### config.mk
export PLATFORM = sky130hd
export DESIGN_NAME = decoder_scan_seq
export DESIGN_NICKNAME = d
export VERILOG_FILES = /design/src/rtl/decoder_scan_seq.sv
export SDC_FILE = /design/constraint.sdc
export NUM_CORES = 1
export LEC_CHECK = 0
export ABC_AREA = 1
export BUFFER_PORTS_ARGS = -buffer_cell sky130_fd_sc_hd__clkbuf_2
export CAP_MARGIN = 20
export CORE_MARGIN = 3
export CORE_UTILIZATION = 35
export CTS_CLUSTER_SIZE = 12
export DETAILED_ROUTE_END_ITERATION = 16
export PLACE_DENSITY = 0.56
export SYNTH_ARGS = -nofsm -noshare
export SYNTH_HDL_FRONTEND = slang
export SYNTH_SLANG_ARGS = --single-unit
### constraint.sdc
create_clock -name clk_i -period 5.55 [get_ports clk_i]
set_input_delay 1.3875 -clock clk_i [delete_from_list [all_inputs] [get_ports clk_i]]
set_output_delay 1.3875 -clock clk_i [all_outputs]
set_load 0.01 [all_outputs]
### src/rtl/decoder_scan_seq.sv
// decoder_scan_seq
//   Drives a 3-to-8 active-low decoder (decoder38) for row/digit scanning.
//   It steps a 3-bit select through the enabled slots of an 8-bit mask. Each
//   slot first gets a blanking gap, with en_n high so the select can settle,
//   and then a dwell window with en_n low.
// Ports
//   clk_i         rising-edge clock
//   rst_n_i       synchronous active-low reset
//   start_i       begin scanning; only looked at while idle
//   stop_i        end scanning after the current dwell window
//   slot_mask_i   bit i set -> slot i is scanned; re-read at every slot advance
//   dwell_i       enabled cycles per slot (0 acts as 1); read on dwell entry
//   sel_o         decoder select (a=sel[2], c=sel[0])
//   en_n_o        active-low decoder enable
//   busy_o        high while blanking or dwelling
//   frame_done_o  one-cycle pulse on the first blank cycle after a wrap
module decoder_scan_seq #(
    parameter int DWELL_W      = 8,
    parameter int BLANK_CYCLES = 2
) (
    input  logic               clk_i,
    input  logic               rst_n_i,
    input  logic               start_i,
    input  logic               stop_i,
    input  logic [7:0]         slot_mask_i,
    input  logic [DWELL_W-1:0] dwell_i,
    output logic [2:0]         sel_o,
    output logic               en_n_o,
    output logic               busy_o,
    output logic               frame_done_o
);

    localparam int BW = $clog2(BLANK_CYCLES + 1);

    typedef enum logic [1:0] {IDLE, BLANK, DWELL} state_t;

    state_t             state_q;
    logic [2:0]         sel_q;
    logic               en_n_q;
    logic               busy_q;
    logic               frame_done_q;
    logic               stop_pend_q;
    logic [BW-1:0]      bcnt_q;
    logic [DWELL_W-1:0] dcnt_q;

    logic [2:0] first_slot;
    logic [2:0] next_slot;
    logic [2:0] idx;
    logic       end_scan;

    // first_slot: lowest set mask bit.
    // next_slot: first set bit strictly after sel_q, wrapping 7->0. An offset
    // of 8 truncates to 0, which lets a single-slot mask return sel_q itself.
    // Both loops run downward so the smallest match is written last and wins.
    always_comb begin
        first_slot = 3'd0;
        next_slot  = sel_q;
        idx        = 3'd0;
        for (int i = 7; i >= 0; i--)
            if (slot_mask_i[i]) first_slot = 3'(i);
        for (int k = 8; k >= 1; k--) begin
            idx = sel_q + 3'(k);
            if (slot_mask_i[idx]) next_slot = idx;
        end
    end

    assign end_scan = stop_pend_q | stop_i | (slot_mask_i == 8'h00);

    always_ff @(posedge clk_i) begin
        if (!rst_n_i) begin
            state_q      <= IDLE;
            sel_q        <= 3'd0;
            en_n_q       <= 1'b1;
            busy_q       <= 1'b0;
            frame_done_q <= 1'b0;
            stop_pend_q  <= 1'b0;
            bcnt_q       <= '0;
            dcnt_q       <= '0;
        end else begin
            frame_done_q <= 1'b0;
            case (state_q)
                IDLE: begin
                    stop_pend_q <= 1'b0;
                    if (start_i && !stop_i && (slot_mask_i != 8'h00)) begin
                        state_q <= BLANK;
                        sel_q   <= first_slot;
                        bcnt_q  <= BW'(BLANK_CYCLES);
                        busy_q  <= 1'b1;
                    end
                end
                BLANK: begin
                    if (stop_i) stop_pend_q <= 1'b1;
                    if (bcnt_q == BW'(1)) begin
                        state_q <= DWELL;
                        en_n_q  <= 1'b0;
                        dcnt_q  <= (dwell_i == '0) ? DWELL_W'(1) : dwell_i;
                    end else begin
                        bcnt_q <= bcnt_q - BW'(1);
                    end
                end
                DWELL: begin
                    if (dcnt_q == DWELL_W'(1)) begin
                        en_n_q <= 1'b1;
                        if (end_scan) begin
                            state_q     <= IDLE;
                            busy_q      <= 1'b0;
                            stop_pend_q <= 1'b0;
                        end else begin
                            // A next slot at or below the current one means the scan wrapped.
                            state_q      <= BLANK;
                            sel_q        <= next_slot;
                            bcnt_q       <= BW'(BLANK_CYCLES);
                            frame_done_q <= (next_slot <= sel_q);
                        end
                    end else begin
                        dcnt_q <= dcnt_q - DWELL_W'(1);
                        if (stop_i) stop_pend_q <= 1'b1;
                    end
                end
                default: state_q <= IDLE;
            endcase
        end
    end

    assign sel_o        = sel_q;
    assign en_n_o       = en_n_q;
    assign busy_o       = busy_q;
    assign frame_done_o = frame_done_q;

endmodule
==> flow_metrics.py <==
metrics = {
    "critical_path": {
        "critPathSlowestCell": "dfxtp_1",
        "critPathKind": "register to register",
        "cp_cell_sequence": "inv_2 > ha_1 > inv_2 > nand3_1 > nand3_2 > nand2_1 > nand3_1 > nand2_1 > nand2_1 > nand2_1 > nand2_1 > nand2_1 > nand2_1 > nand2_1 > nand2_1 > ha_1 > a21oi_1 > o21ai_0 > a2111oi_0",
        "end_kind": "register",
        "cp_max_fo": 14,
        "arrival_ns": 3.38,
        "worstPathRequired_ns": 5.68,
        "critPathTopFamily": "adder cells",
        "startpoint_type": "register",
        "crit_top_cell": "nand2_1",
        "slowest_delay_ns": 0.64,
        "r2r_setup_slack_ns": 2.31,
        "crit_buf_inv": 2,
    },
    "clocking": {
        "cts_tree": "done",
        "cts_hold_buf": 0,
        "cts_setup_buffers": 0,
        "cts.sink_count": 19,
        "clk_pin_slew_ns": 0.07,
        "clk_latency_ns": 0.26,
        "cts-root-buf": "clkbuf_8",
        "ctsResizeCount": 0,
        "cts_buffer_depth": 2,
        "h-tree-depth": 1,
        "numCtsBuffers": 3,
    },
    "finish": {
        "diodes": 0,
        "multi_input_area_sq_mm": 0.00130,
        "regArea_sq_um": 380,
        "layout-drive-gt1-share": 0.170,
        "fillers": 558,
        "layoutNonFillerInstCount": 400,
        "syn2layout_area_growth_pct": 10.9,
        "fin_nets": 363,
    },
    "synth": {
        "yosysMostFrequentCell": "nand2_1",
        "yosys.area.top_type": "dfxtp_1",
        "synth.area.top_cells": "dfxtp_1, nand2_1, ha_1",
        "syn_inst": 308,
        "syn-cell-area_sq_mm": 0.00191,
        "yosysWarnings": 0,
        "synth-async-reset-ratio": 0,
        "synth_top_area_frac": 0.200,
        "synth_edf_count": 0,
        "synth_common_cells": "nand2_1, inv_1, nor2_1",
        "syn_area_per_cell_sq_um": 6.19,
        "ys_types": 41,
        "synth_flop_cell": "dfxtp_1",
        "syn_nets": 340,
        "ys_ff_latch": 19,
        "synth_seq_area_share": 0.200,
    },
    "global_routing": {
        "antenna_found_initial": 0,
        "first_global_vias": 1840,
        "grtUsageTotal": 0.163,
        "grt_overflow": 0,
        "grt_max_degree": 21,
        "grt_pass1_wl_mm": 8.40,
    },
    "place": {
        "dpl.hpwl_mm": 3.85,
        "place_inst": 396,
        "io_buffers": 25,
        "gp_congestion": 0.851,
        "pre_cts_ws_ns": 2.06,
    },
    "power": {
        "leakagePower_nw": 1.01,
        "irDropWorstVdd_v": 0.000206,
        "power.density_mw_per_mm2": 527,
    },
    "floorplan": {
        "die-area_sq_mm": 0.00637,
        "die_h_um": 79.8,
        "core_area_sq_mm": 0.00517,
        "rows": 26,
        "die_x_um": 79.8,
        "start_util": 0.368,
        "pin_count": 26,
    },
    "routing": {
        "drt_first_pass_iters": 4,
        "drc": 0,
        "drtAntennaViolNets": 0,
        "first_iter_violations": 119,
        "vias": 1987,
        "totalWireLength_mm": 4.75,
        "avgRoutedWirePerCell_um": 11.9,
        "vias_per_cell": 4.97,
    },
    "timing": {
        "fin_crit_sh": 0.585,
        "relSlewSlack": 0.496,
        "worstMarginPinSlew_ns": 0.756,
        "rsz0062_at_grt": "false",
        "fin_skew_ns": 0.00521,
        "slew_violations": 0,
        "max_freq_mhz": 308,
        "setup_viol_count_final": 0,
        "hold_viol": 0,
        "setup_ws_ns": 2.31,
        "min_period_ns": 3.24,
        "finalSetupTns_ns": 0,
    },
    "run": {
        "maxCapViolations": 0,
    },
    "run_status": {
        "outcome": "finished clean",
    },
    "min_path": {
        "worstHoldPathType": "register to register",
    },
}
-- per-layer routing --
layer / GRT usage / up-vias / routed length (um)
li1: - / 1059 / -
met1: 0.233 / 896 / 2440
met2: 0.261 / 30 / 2160
met3: 0.0237 / 2 / 141
met4: 0.0270 / 0 / 17
met5: 0 / - / 0
-- sequential cells by signal, indices dropped and copies added (netlist names) --
signal / count
stop_pend_q: 1
frame_done_o: 1
dcnt_q: 8
busy_o: 1
sel_o: 3
en_n_o: 1
bcnt_q: 2
state_q: 2
-- path summary, 6_finish.rpt --
check                              start                 endpoint  depth (start not counted)
setup / recovery   sel_o[0]$_SDFFE_PN0P_  frame_done_o$_SDFF_PP0_                         19
hold / removal    bcnt_q[0]$_SDFFE_PN0P_   bcnt_q[0]$_SDFFE_PN0P_                          2
setup reg to reg   sel_o[0]$_SDFFE_PN0P_  frame_done_o$_SDFF_PP0_                         19
hold reg to reg   bcnt_q[0]$_SDFFE_PN0P_   bcnt_q[0]$_SDFFE_PN0P_                          2
-- power by group --
part	internal [mW]	switching, mW
Combinational	0.288	0.495
Sequential	0.181	0.0512
Clock	0.0510	0.0467
Total	0.520	0.593
-- layout by cell type (no fill, tap or decap), types with 2 or more instances in the layout --
cell type  instances
nand2_2            5
a211oi_1           5
nand3_1           25
inv_1             35
nand4_1            2
clkbuf_8           3
inv_2              7
a21oi_1           26
o21ai_0           15
a31oi_1            2
nor2_4             3
nor4_1             2
o21ai_1            4
nand2_1           74
o211ai_1           4
nor3_1             3
nor2_1            31
dfxtp_1           19
ha_1              12
clkbuf_2          25
nand3_2            6
nand3b_1           3
-- layout make-up --
class / instances / area share
Inverter: 45 / 0.0835
Timing Repair Buffer: 25 / 0.0592
Tap cell: 70 / 0.0414
Clock buffer: 4 / 0.0213
Sequential cell: 19 / 0.180
Multi-Input combinational cell: 237 / 0.615
-- per-stage QoR --
| stage | area [sq um] | hold slack, ns | power, mW | util |
|---|---|---|---|---|
| 3_5_place_dp | 2070 | 0.468 | 1.01 | 0.400 |
| 5_1_grt | 2110 | 0.512 | 1.27 | 0.409 |
| 2_1_floorplan | 1910 | 0.444 | 0.867 | - |
| 6_report | 2110 | 0.483 | 1.11 | 0.409 |
| 3_3_place_gp | 2070 | 0.468 | 1.02 | 0.400 |
| 4_1_cts | 2110 | 0.483 | 1.12 | 0.409 |
-- logic make-up (layout without fill, tap and decap cells) --
kind of cell / Yosys count / in the layout / share of synthesized area
AND/OR/NAND/NOR: 158 / 158 / 0.390
adder cells (fa/ha/maj): 12 / 12 / 0.0788
buffers and inverters: 52 / 74 / 0.119
AO/OA/AOI/OAI: 63 / 63 / 0.190
multiplexers: 1 / 1 / 0.00525
flip-flops: 19 / 19 / 0.200
XOR/XNOR: 3 / 3 / 0.0177
-- worst reg2reg max path, cell delays in order (launching register included) --
cell       delay (ns)
dfxtp_1          0.64
inv_2            0.20
ha_1             0.48
inv_2            0.12
nand3_1          0.14
nand3_2          0.09
nand2_1          0.06
nand3_1          0.07
nand2_1          0.06
nand2_1          0.05
nand2_1          0.05
nand2_1          0.04
nand2_1          0.05
nand2_1          0.05
nand2_1          0.05
nand2_1          0.07
ha_1             0.31
a21oi_1          0.13
o21ai_0          0.09
a2111oi_0        0.36
(Power assumes the default switching activity.)
